File: config.mk
export PLATFORM = sky130hd
export DESIGN_NAME = axi_line_ctl_flat
export DESIGN_NICKNAME = d
export VERILOG_FILES = /design/src/rtl/axi_line_pkg.sv /design/src/rtl/axi_line_ctl_if.sv /design/src/rtl/axi_line_ctl_line_buf.sv /design/src/rtl/axi_line_ctl.sv /design/src/flat_wrapper.sv
export SDC_FILE = /design/constraint.sdc
export NUM_CORES = 1
export LEC_CHECK = 0
export BUFFER_PORTS_ARGS = -buffer_cell sky130_fd_sc_hd__buf_2
export CORE_MARGIN = 2
export CORE_UTILIZATION = 55
export DETAILED_ROUTE_END_ITERATION = 10
export PLACE_DENSITY = 0.78
export REMOVE_ABC_BUFFERS = 1
export SLEW_MARGIN = 10
export SYNTH_ARGS = -nofsm -noshare
export SYNTH_HDL_FRONTEND = slang
export SYNTH_SLANG_ARGS = --single-unit
File: constraint.sdc
create_clock -name clk -period 6.3 [get_ports clk]
set_clock_uncertainty 0.2 [all_clocks]
set_input_delay 1.575 -clock clk [delete_from_list [all_inputs] [get_ports clk]]
set_output_delay 1.575 -clock clk [all_outputs]
set_load 0.01 [all_outputs]
File: src/rtl/axi_line_pkg.sv
// Shared types and AXI constants for the cache-line AXI master (axi_line_ctl).
package axi_line_pkg;

  localparam int unsigned LINE_BEATS     = 8;
  localparam logic [1:0]  AXI_BURST_INCR = 2'b01;
  localparam logic [2:0]  AXI_SIZE_8B    = 3'b011;
  localparam logic [1:0]  AXI_RESP_OKAY  = 2'b00;

  typedef enum logic [2:0] {
    ST_IDLE,
    ST_AW,
    ST_W,
    ST_B,
    ST_AR,
    ST_R,
    ST_DONE
  } state_e;

endpackage

File: src/rtl/axi_line_ctl_if.sv
// AXI4 five-channel bundle used by axi_line_ctl (master) and its interconnect (slave).
interface axi_line_ctl_if #(
  parameter int unsigned ADDR_W = 64,
  parameter int unsigned DATA_W = 64
);

  logic              awvalid, awready;
  logic [ADDR_W-1:0] awaddr;
  logic [7:0]        awlen;
  logic [2:0]        awsize;
  logic [1:0]        awburst;

  logic                wvalid, wready;
  logic [DATA_W-1:0]   wdata;
  logic [DATA_W/8-1:0] wstrb;
  logic                wlast;

  logic       bvalid, bready;
  logic [1:0] bresp;

  logic              arvalid, arready;
  logic [ADDR_W-1:0] araddr;
  logic [7:0]        arlen;
  logic [2:0]        arsize;
  logic [1:0]        arburst;

  logic              rvalid, rready;
  logic [DATA_W-1:0] rdata;
  logic [1:0]        rresp;
  logic              rlast;

  modport master (
    output awvalid, awaddr, awlen, awsize, awburst, input awready,
    output wvalid, wdata, wstrb, wlast, input wready,
    input  bvalid, bresp, output bready,
    output arvalid, araddr, arlen, arsize, arburst, input arready,
    input  rvalid, rdata, rresp, rlast, output rready
  );

  modport slave (
    input  awvalid, awaddr, awlen, awsize, awburst, output awready,
    input  wvalid, wdata, wstrb, wlast, output wready,
    output bvalid, bresp, input bready,
    input  arvalid, araddr, arlen, arsize, arburst, output arready,
    output rvalid, rdata, rresp, rlast, input rready
  );

endinterface

File: src/rtl/axi_line_ctl_line_buf.sv
// Line buffer: BEATS x DATA_W registers, one write port, two async read ports.
module line_buf #(
  parameter int unsigned BEATS  = 8,
  parameter int unsigned DATA_W = 64,
  localparam int unsigned IDX_W = $clog2(BEATS)
) (
  input  logic              clk,
  input  logic              we_i,
  input  logic [IDX_W-1:0]  waddr_i,
  input  logic [DATA_W-1:0] wdata_i,
  input  logic [IDX_W-1:0]  raddr_a_i,
  output logic [DATA_W-1:0] rdata_a_o,
  input  logic [IDX_W-1:0]  raddr_b_i,
  output logic [DATA_W-1:0] rdata_b_o
);

  logic [DATA_W-1:0] mem_q [BEATS];

  always_ff @(posedge clk) begin
    if (we_i) mem_q[waddr_i] <= wdata_i;
  end

  assign rdata_a_o = mem_q[raddr_a_i];
  assign rdata_b_o = mem_q[raddr_b_i];

endmodule

File: src/rtl/axi_line_ctl.sv
// Cache-line AXI4 master: 8-beat INCR write-back or refill per request.
// Optional `AXI_RESP_CHECK_EN adds axi_err (bad resp / rlast misplacement).
module axi_line_ctl
  import axi_line_pkg::*;
#(
  parameter int unsigned ADDR_W = 64,
  parameter int unsigned DATA_W = 64,
  parameter int unsigned BEATS  = LINE_BEATS
) (
  input  logic              clk,
  input  logic              rst,
  input  logic              axi_req,
  input  logic              axi_rw,
  input  logic [ADDR_W-1:0] axi_req_addr,
  input  logic              axi_fifo_wen,
  input  logic [DATA_W-1:0] axi_fifo_data_i,
  input  logic [8:0]        axi_fifo_idx,
  input  logic              axi_fifo_done,
  output logic              axi_ready,
  output logic              axi_done,
  output logic [DATA_W-1:0] axi_data_o,
  axi_line_ctl_if.master    axi
`ifdef AXI_RESP_CHECK_EN
  ,
  output logic              axi_err
`endif
);

  localparam int unsigned IDX_W  = $clog2(BEATS);
  localparam int unsigned CNT_W  = IDX_W + 1;
  localparam int unsigned OFF_W  = $clog2(BEATS * DATA_W / 8);
  localparam int unsigned SEL_LO = $clog2(DATA_W);
  localparam logic [CNT_W-1:0] LAST = CNT_W'(BEATS - 1);
  localparam logic [CNT_W-1:0] FULL = CNT_W'(BEATS);

  state_e            state_q, state_d;
  logic [ADDR_W-1:0] addr_q, addr_d;
  logic [CNT_W-1:0]  wr_cnt_q, wr_cnt_d;
  logic [CNT_W-1:0]  beat_q, beat_d;
  logic              buf_we;
  logic [IDX_W-1:0]  buf_waddr;
  logic [DATA_W-1:0] buf_wdata, buf_wbeat;
  logic              push_ok, w_fire;
`ifdef AXI_RESP_CHECK_EN
  logic              err_q, err_d;
`endif

  line_buf #(.BEATS(BEATS), .DATA_W(DATA_W)) u_buf (
    .clk       (clk),
    .we_i      (buf_we),
    .waddr_i   (buf_waddr),
    .wdata_i   (buf_wdata),
    .raddr_a_i (beat_q[IDX_W-1:0]),
    .rdata_a_o (buf_wbeat),
    .raddr_b_i (axi_fifo_idx[SEL_LO +: IDX_W]),
    .rdata_b_o (axi_data_o)
  );

  always_ff @(posedge clk) begin
    if (!rst) begin
      state_q  <= ST_IDLE;
      addr_q   <= '0;
      wr_cnt_q <= '0;
      beat_q   <= '0;
`ifdef AXI_RESP_CHECK_EN
      err_q    <= 1'b0;
`endif
    end else begin
      state_q  <= state_d;
      addr_q   <= addr_d;
      wr_cnt_q <= wr_cnt_d;
      beat_q   <= beat_d;
`ifdef AXI_RESP_CHECK_EN
      err_q    <= err_d;
`endif
    end
  end

  always_comb begin
    state_d     = state_q;
    addr_d      = addr_q;
    wr_cnt_d    = wr_cnt_q;
    beat_d      = beat_q;
    axi_ready   = 1'b0;
    axi_done    = 1'b0;
    axi.awvalid = 1'b0;
    axi.wvalid  = 1'b0;
    axi.bready  = 1'b0;
    axi.arvalid = 1'b0;
    axi.rready  = 1'b0;
    w_fire      = 1'b0;
`ifdef AXI_RESP_CHECK_EN
    err_d       = err_q;
`endif
    // Cache pushes share the single write port; refill owns it during AR/R.
    push_ok   = axi_fifo_wen && (wr_cnt_q != FULL) &&
                (state_q != ST_AR) && (state_q != ST_R);
    buf_we    = push_ok;
    buf_waddr = wr_cnt_q[IDX_W-1:0];
    buf_wdata = axi_fifo_data_i;
    if (push_ok) wr_cnt_d = wr_cnt_q + 1'b1;

    unique case (state_q)
      ST_IDLE: begin
        axi_ready = 1'b1;
        if (axi_req) begin
          addr_d  = {axi_req_addr[ADDR_W-1:OFF_W], {OFF_W{1'b0}}};
          beat_d  = '0;
          state_d = axi_rw ? ST_AW : ST_AR;
        end
      end
      ST_AW: begin
        axi.awvalid = 1'b1;
        if (axi.awready) state_d = ST_W;
      end
      ST_W: begin
        axi.wvalid = (beat_q < wr_cnt_q);
        w_fire     = axi.wvalid && axi.wready;
        if (w_fire) begin
          beat_d = beat_q + 1'b1;
          if (beat_q == LAST) state_d = ST_B;
        end
      end
      ST_B: begin
        axi.bready = 1'b1;
        if (axi.bvalid) begin
          state_d = ST_DONE;
`ifdef AXI_RESP_CHECK_EN
          if (axi.bresp != AXI_RESP_OKAY) err_d = 1'b1;
`endif
        end
      end
      ST_AR: begin
        axi.arvalid = 1'b1;
        if (axi.arready) state_d = ST_R;
      end
      ST_R: begin
        axi.rready = 1'b1;
        if (axi.rvalid) begin
          buf_we    = 1'b1;
          buf_waddr = beat_q[IDX_W-1:0];
          buf_wdata = axi.rdata;
          beat_d    = beat_q + 1'b1;
          if (beat_q == LAST) state_d = ST_DONE;
`ifdef AXI_RESP_CHECK_EN
          if ((axi.rresp != AXI_RESP_OKAY) || (axi.rlast != (beat_q == LAST))) err_d = 1'b1;
`endif
        end
      end
      ST_DONE: begin
        axi_done = 1'b1;
        if (axi_fifo_done || !axi_req) begin
          buf_we   = 1'b0;
          wr_cnt_d = '0;
          state_d  = ST_IDLE;
`ifdef AXI_RESP_CHECK_EN
          err_d    = 1'b0;
`endif
        end
      end
      default: state_d = ST_IDLE;
    endcase
  end

  assign axi.awaddr  = addr_q;
  assign axi.awlen   = 8'(BEATS - 1);
  assign axi.awsize  = AXI_SIZE_8B;
  assign axi.awburst = AXI_BURST_INCR;
  assign axi.wdata   = buf_wbeat;
  assign axi.wstrb   = '1;
  assign axi.wlast   = (beat_q == LAST);
  assign axi.araddr  = addr_q;
  assign axi.arlen   = 8'(BEATS - 1);
  assign axi.arsize  = AXI_SIZE_8B;
  assign axi.arburst = AXI_BURST_INCR;

`ifdef AXI_RESP_CHECK_EN
  assign axi_err = (state_q == ST_DONE) && err_q;
  logic unused_in;
  assign unused_in = ^{axi_req_addr[OFF_W-1:0], axi_fifo_idx[SEL_LO-1:0]};
`else
  logic unused_in;
  assign unused_in = ^{axi_req_addr[OFF_W-1:0], axi_fifo_idx[SEL_LO-1:0],
                       axi.bresp, axi.rresp, axi.rlast};
`endif

endmodule

File: src/flat_wrapper.sv
// flat-port wrapper written by rule: the top's interface ports become plain ports
module axi_line_ctl_flat import axi_line_pkg::*;
#(
  parameter int unsigned ADDR_W = 64,
  parameter int unsigned DATA_W = 64,
  parameter int unsigned BEATS  = LINE_BEATS
)
  (clk, rst, axi_req, axi_rw, axi_req_addr, axi_fifo_wen, axi_fifo_data_i, axi_fifo_idx, axi_fifo_done, axi_ready, axi_done, axi_data_o, axi_awvalid, axi_awaddr, axi_awlen, axi_awsize, axi_awburst, axi_awready, axi_wvalid, axi_wdata, axi_wstrb, axi_wlast, axi_wready, axi_bvalid, axi_bresp, axi_bready, axi_arvalid, axi_araddr, axi_arlen, axi_arsize, axi_arburst, axi_arready, axi_rvalid, axi_rdata, axi_rresp, axi_rlast, axi_rready);
  axi_line_ctl_if #(.ADDR_W(ADDR_W), .DATA_W(DATA_W)) axi_i ();
  input  logic clk;
  input  logic rst;
  input  logic axi_req;
  input  logic axi_rw;
  input  logic [ADDR_W-1:0] axi_req_addr;
  input  logic axi_fifo_wen;
  input  logic [DATA_W-1:0] axi_fifo_data_i;
  input  logic [8:0] axi_fifo_idx;
  input  logic axi_fifo_done;
  output logic axi_ready;
  output logic axi_done;
  output logic [DATA_W-1:0] axi_data_o;
  output wire logic [$bits(axi_i.awvalid)-1:0] axi_awvalid;
  output wire logic [$bits(axi_i.awaddr)-1:0] axi_awaddr;
  output wire logic [$bits(axi_i.awlen)-1:0] axi_awlen;
  output wire logic [$bits(axi_i.awsize)-1:0] axi_awsize;
  output wire logic [$bits(axi_i.awburst)-1:0] axi_awburst;
  input wire logic [$bits(axi_i.awready)-1:0] axi_awready;
  output wire logic [$bits(axi_i.wvalid)-1:0] axi_wvalid;
  output wire logic [$bits(axi_i.wdata)-1:0] axi_wdata;
  output wire logic [$bits(axi_i.wstrb)-1:0] axi_wstrb;
  output wire logic [$bits(axi_i.wlast)-1:0] axi_wlast;
  input wire logic [$bits(axi_i.wready)-1:0] axi_wready;
  input wire logic [$bits(axi_i.bvalid)-1:0] axi_bvalid;
  input wire logic [$bits(axi_i.bresp)-1:0] axi_bresp;
  output wire logic [$bits(axi_i.bready)-1:0] axi_bready;
  output wire logic [$bits(axi_i.arvalid)-1:0] axi_arvalid;
  output wire logic [$bits(axi_i.araddr)-1:0] axi_araddr;
  output wire logic [$bits(axi_i.arlen)-1:0] axi_arlen;
  output wire logic [$bits(axi_i.arsize)-1:0] axi_arsize;
  output wire logic [$bits(axi_i.arburst)-1:0] axi_arburst;
  input wire logic [$bits(axi_i.arready)-1:0] axi_arready;
  input wire logic [$bits(axi_i.rvalid)-1:0] axi_rvalid;
  input wire logic [$bits(axi_i.rdata)-1:0] axi_rdata;
  input wire logic [$bits(axi_i.rresp)-1:0] axi_rresp;
  input wire logic [$bits(axi_i.rlast)-1:0] axi_rlast;
  output wire logic [$bits(axi_i.rready)-1:0] axi_rready;
  assign axi_awvalid = axi_i.awvalid;
  assign axi_awaddr = axi_i.awaddr;
  assign axi_awlen = axi_i.awlen;
  assign axi_awsize = axi_i.awsize;
  assign axi_awburst = axi_i.awburst;
  assign axi_i.awready = axi_awready;
  assign axi_wvalid = axi_i.wvalid;
  assign axi_wdata = axi_i.wdata;
  assign axi_wstrb = axi_i.wstrb;
  assign axi_wlast = axi_i.wlast;
  assign axi_i.wready = axi_wready;
  assign axi_i.bvalid = axi_bvalid;
  assign axi_i.bresp = axi_bresp;
  assign axi_bready = axi_i.bready;
  assign axi_arvalid = axi_i.arvalid;
  assign axi_araddr = axi_i.araddr;
  assign axi_arlen = axi_i.arlen;
  assign axi_arsize = axi_i.arsize;
  assign axi_arburst = axi_i.arburst;
  assign axi_i.arready = axi_arready;
  assign axi_i.rvalid = axi_rvalid;
  assign axi_i.rdata = axi_rdata;
  assign axi_i.rresp = axi_rresp;
  assign axi_i.rlast = axi_rlast;
  assign axi_rready = axi_i.rready;
  axi_line_ctl #(.ADDR_W(ADDR_W), .DATA_W(DATA_W), .BEATS(BEATS)) u_core (.clk(clk), .rst(rst), .axi_req(axi_req), .axi_rw(axi_rw), .axi_req_addr(axi_req_addr), .axi_fifo_wen(axi_fifo_wen), .axi_fifo_data_i(axi_fifo_data_i), .axi_fifo_idx(axi_fifo_idx), .axi_fifo_done(axi_fifo_done), .axi_ready(axi_ready), .axi_done(axi_done), .axi_data_o(axi_data_o), .axi(axi_i));
endmodule
**After elaboration in Yosys (flattened, before gate mapping)**

Memories as Yosys holds them, arrays and structs flattened. A register that Yosys moved wholly into a read port is not among the register bits.
Cells that the tools add are included.

- Register bits: 69
- RAM bits: 512
- Memories kept: 1
- Logic and storage cells: 74
- Input bits: 217
- Output and inout port bits: 298

Memory list:

| name | depth | width | read ports | clocked after memory_dff | wr ports | line | text |
|---|---|---|---|---|---|---|---|
| u_core.u_buf.mem_q | 8 | 64 | 2 | 1 | 1 | axi_line_ctl_line_buf.sv:17 | `logic [DATA_W-1:0] mem_q [BEATS];` |

- Eq/ne operators: 19
- Magnitude comparators: 1
- Reductions and logical operators: 11
- $add $sub $neg: 2
- Mux-type cells: 36

Operator list:

| operator | count |
|---|---|
| $mux W64 | 2 |
| $mux W3 | 14 |
| $mux W4 | 6 |
| $pmux W3 S7 | 1 |
| $ne A2 B2 Y1 const B | 7 |
| $pmux W4 S3 | 1 |
| $mux W1 | 11 |
| $eq A3 B3 Y1 const B | 3 |
| $reduce_and A9 Y1 | 1 |
| $add A4 B1 Y4 const B | 2 |
| $eq A3 B2 Y1 const B | 2 |
| $ne A3 B3 Y1 const B | 2 |
| $eq A4 B3 Y1 const B | 1 |
| $logic_and A1 B1 Y1 | 4 |
| $lt A4 B4 Y1 | 1 |
| $ne A2 B1 Y1 const B | 2 |
| $ne A4 B4 Y1 const B | 1 |
| $reduce_and A4 Y1 | 1 |
| $eq A3 B1 Y1 const B | 1 |
| $logic_not A3 Y1 | 1 |
| $reduce_bool A3 Y1 | 1 |
| $pmux W1 S2 | 1 |
| $reduce_and A2 Y1 | 1 |
| $logic_not A1 Y1 | 1 |
| $logic_or A1 B1 Y1 | 1 |

**Logic depth before layout (Yosys ltp)**

- Depth after elaboration: 8
- Mapped depth: 8
- Depth with buffers taken out: 7

**Hierarchy**

A second synthesis with hierarchy kept.

- Cell total of the unflattened synthesis: 1519
- Area total of the unflattened synthesis: 27620.2 sq um

By module, submodules not included:

| module | sequential area each (sq um) | cells each | area each (sq um) | instances |
|---|---|---|---|---|
| line_buf | 15374.7 | 979 | 23098.4 | 1 |
| axi_line_ctl | 1381.3 | 540 | 4521.8 | 1 |

**Worst setup path after synthesis**

OpenSTA, ideal clock, no wires.

- Path type: input-to-reg
- Start point: input axi_rvalid
- End point: memory u_core.u_buf.mem_q[0][0], enable pin
- Stages on the path: 5
- Setup time: 486 ps
- Data arrival time: 4886 ps
- Buffers on the path: 1
- Setup slack: 728 ps
- Required time: 5614 ps
- Cells stage by stage: nand4b_2 > buf_2 > nor3_1 > a31oi_1 > nor2_1

- Longest elaborated chain between the ends: 4
- Elaborated cells between the ends (all ways): 6
- Classes of those cells: mux (6)

RTL lines:

| item | line | text |
|---|---|---|
| from (decl) | flat_wrapper.sv:42 | `input wire logic [$bits(axi_i.rvalid)-1:0] axi_rvalid;` |
| $mux W1 | axi_line_ctl.sv:139 | `if (axi.rvalid) begin` |
| $pmux W1 S2 | axi_line_ctl.sv:103 | `unique case (state_q)` |
| $mux W1 | axi_line_ctl_line_buf.sv:20 | `if (we_i) mem_q[waddr_i] <= wdata_i;` |
| $mux W1 (implied by the code) | axi_line_ctl_line_buf.sv:20 |  |
| to (decl) | axi_line_ctl_line_buf.sv:17 |  |

Several ways; a longest one is shown, not always the timed one.

**Worst setup path after layout**

- Start point: input axi_fifo_idx[6]
- End point: output axi_data_o[62]

- Longest elaborated chain between the ends: 1

RTL lines:

| item | line | text |
|---|---|---|
| from (decl) | flat_wrapper.sv:17 | `input logic [8:0] axi_fifo_idx;` |
| $mem_v2 Z8 W64 | -- |  |
| to (decl) | flat_wrapper.sv:21 | `output logic [DATA_W-1:0] axi_data_o;` |

Every way passes these cells.

==> qor.csv <==
metric,value,unit
dominant cell by count in the synthesized netlist,edfxtp_1,
Syn Inst Count,1658,
vias,16400,
worst skew pair latency,0.59,ns
Die X,228,um
Max Slew Vio Count,0,
VDD IR-drop max,0.381,mV
Netlist cell types,46,
pin count of the biggest net entering global routing,129,
status,"complete, no violations",
CTS tree,yes,
Main synth FF type,edfxtp_1,
PortBufs,451,
Final GP Congestion,0.826,
Synth Warn #,0,
WHS Path Cells,2,
Pleak,11.4,nW
Tcrit/Tclk final,83.5,%
clock edge transition at the registers on the reported setup and hold paths,0.06,ns
top cell type's share of synthesized area,55.6,%
Congestion Overflow GR,0,
setup bufs post-CTS,0,
Synth top cells by count,"512 x edfxtp_1, 320 x nand2_1, 256 x mux4_2, 131 x buf_4, 128 x mux2_2",
FMAX,190,MHz
"FF+latch count, synth",584,
multi-input logic area,0.00971,mm^2
CP Launch Type,input port,
final instance area,0.0318,mm^2
CTS Root Cell,clkbuf_16,
# DRC,0,
"Arr. time, crit path",3.49,ns
Hold Fails Final Rpt,0,
CTS buffer count,57,
CTS sink cnt,584,
Detailed Route WL,69700,um
I/O pins,515,
Placed Area,0.0300,mm^2
max cap viols,0,
H-tree depth,2,
"Largest stage delay, worst path",0.53,ns
WP data required,4.53,ns
Post-synth ARST share,0,%
minimum clock period,5.26,ns
vias per cell,5.96,
Power per Cell Area,346,mW/mm^2
nets,2255,
leading area contributor after synthesis,edfxtp_1,
global-route wire length before repair,104000,um
R2R depth,5,
relative slew slack,20.4,%
hpwl dp,42200,um
antenna violations before repair,3,
chip height,228,um
wire per inst,25.3,um
Synth area leaders,"edfxtp_1 56%, mux4_2 21%, dfxtp_1 5.2%",
critical path class,input port to output pin,
Critical-path top delay cell,mux4_2,
CTS resizes,0,
sequential fraction of the synthesis area,60.8,%
Crit Path Max Fanout,43,
Hold Path Class,register to register,
CTS Hold Buffers Added,0,
Post-synth EDFFs,512,
Rows,82,
P&R area growth vs syn,15.0,%
DR iter-0 viols,1443,
Setup crit end kind,output pin,
worst-margin pin slew,1.19,ns
initial core utilization,55.5,%
sequential cell area,0.0168,mm^2
post-detailed-route count of antenna-violating nets,0,
PnR Total Power,11.0,mW
RSZ-0062 raised after global routing,no,
Overall Global Routing Usage,26.8,%
crit-path cells,clkbuf_8 > buf_4 > mux4_2 > mux2_2 > buf_2,
Synth Area per Inst,16.7,um^2
Clock Tree Buf Depth,3,
number of global-route vias before repair,17000,
share of layout cells above drive strength 1,46.4,%
fill cell count,3478,
die area,0.0521,mm^2
first drt pass iteration count,5,
core area,0.0499,mm^2
Final setup viols,0,
Mapped Area,0.0277,mm^2
-- final timing paths --
path	start	slack (ns)	endpoint
setup / recovery	axi_fifo_idx[6]	1.04	axi_data_o[62]
hold / removal	u_core.axi.araddr[34]	0.28	u_core.axi.araddr[34]
setup reg to reg	u_core.state_q[1]	2.08	u_core.u_buf.mem_q[3][55]
hold reg to reg	u_core.axi.araddr[34]	0.28	u_core.axi.araddr[34]
-- critical path, delay by kind of cell --
kind,cells,cell delay (ns)
buffers and inverters,3,0.97
multiplexers,2,0.84
-- cell families (layout without fill, tap and decap cells) --
kind of cell | Yosys count | after routing | share of synthesized area [%]
DFF | 584 | 584 | 60.8
muxes | 389 | 389 | 26.2
and+or+nand+nor | 369 | 369 | 5.28
buffers and inverters | 220 | 596 | 4.92
AOI/OAI and AO/OA | 82 | 82 | 2.26
adders and majority gates | 6 | 6 | 0.271
xor gates and xnor gates | 6 | 6 | 0.190
other | 2 | 47 | 0.0272
-- registers in the layout, summed over array words and instances (netlist names), named ones only --
name                count
u_core.axi.araddr      58
u_core.wr_cnt_q         4
u_core.u_buf.mem_q    512
u_core.state_q          3
u_core.beat_q           4
-- cell type report --
cell class / instances / share of cell area [%]
sequential: 584 / 52.9
tap: 672 / 2.64
timing repair buffer: 484 / 8.27
multi-input combinational: 898 / 30.6
inverter: 7 / 0.0866
antenna: 1 / 0.00787
clock inverter: 29 / 0.696
clock buffer: 76 / 4.82
-- layout by cell type, fill, tap and decap left out, drive strengths merged, types with 24 or more instances in the layout --
| master | instances |
|---|---|
| nor2 | 25 |
| buf | 483 |
| a21boi | 59 |
| nand2 | 320 |
| clkinv | 24 |
| edfxtp | 512 |
| clkbuf | 77 |
| dfxtp | 72 |
| conb | 46 |
| mux2 | 128 |
| mux4 | 256 |
-- per-stage QoR --
stage | instances | worst slack (ns) | setup TNS [ns] | util, % | hold WS [ns]
after floorplan | 1489 | -1.72 | -411.20 | - | 0.305
after global placement | 2645 | 1.06 | 0 | 60.2 | 0.262
after detailed placement | 2645 | 1.04 | 0 | 60.2 | 0.266
after CTS | 2750 | 1.02 | 0 | 63.8 | 0.278
after global routing | 2751 | 0.954 | 0 | 63.8 | 0.298
final | 2751 | 1.04 | 0 | 63.8 | 0.277
-- power breakdown --
group	switching (mW)	internal, mW
clock	1.39	1.82
sequential	0.245	4.62
combinational	1.56	1.35
total	3.20	7.80
-- layer usage --
layer,wire length (um),vias up,track usage [%]
met3,4640,120,4.00
met4,2770,0,10.7
met1,25500,8409,33.3
met2,36800,802,47.3
met5,0,-,0
li1,-,7078,-
No activity file was read; power rests on OpenSTA's default activity.
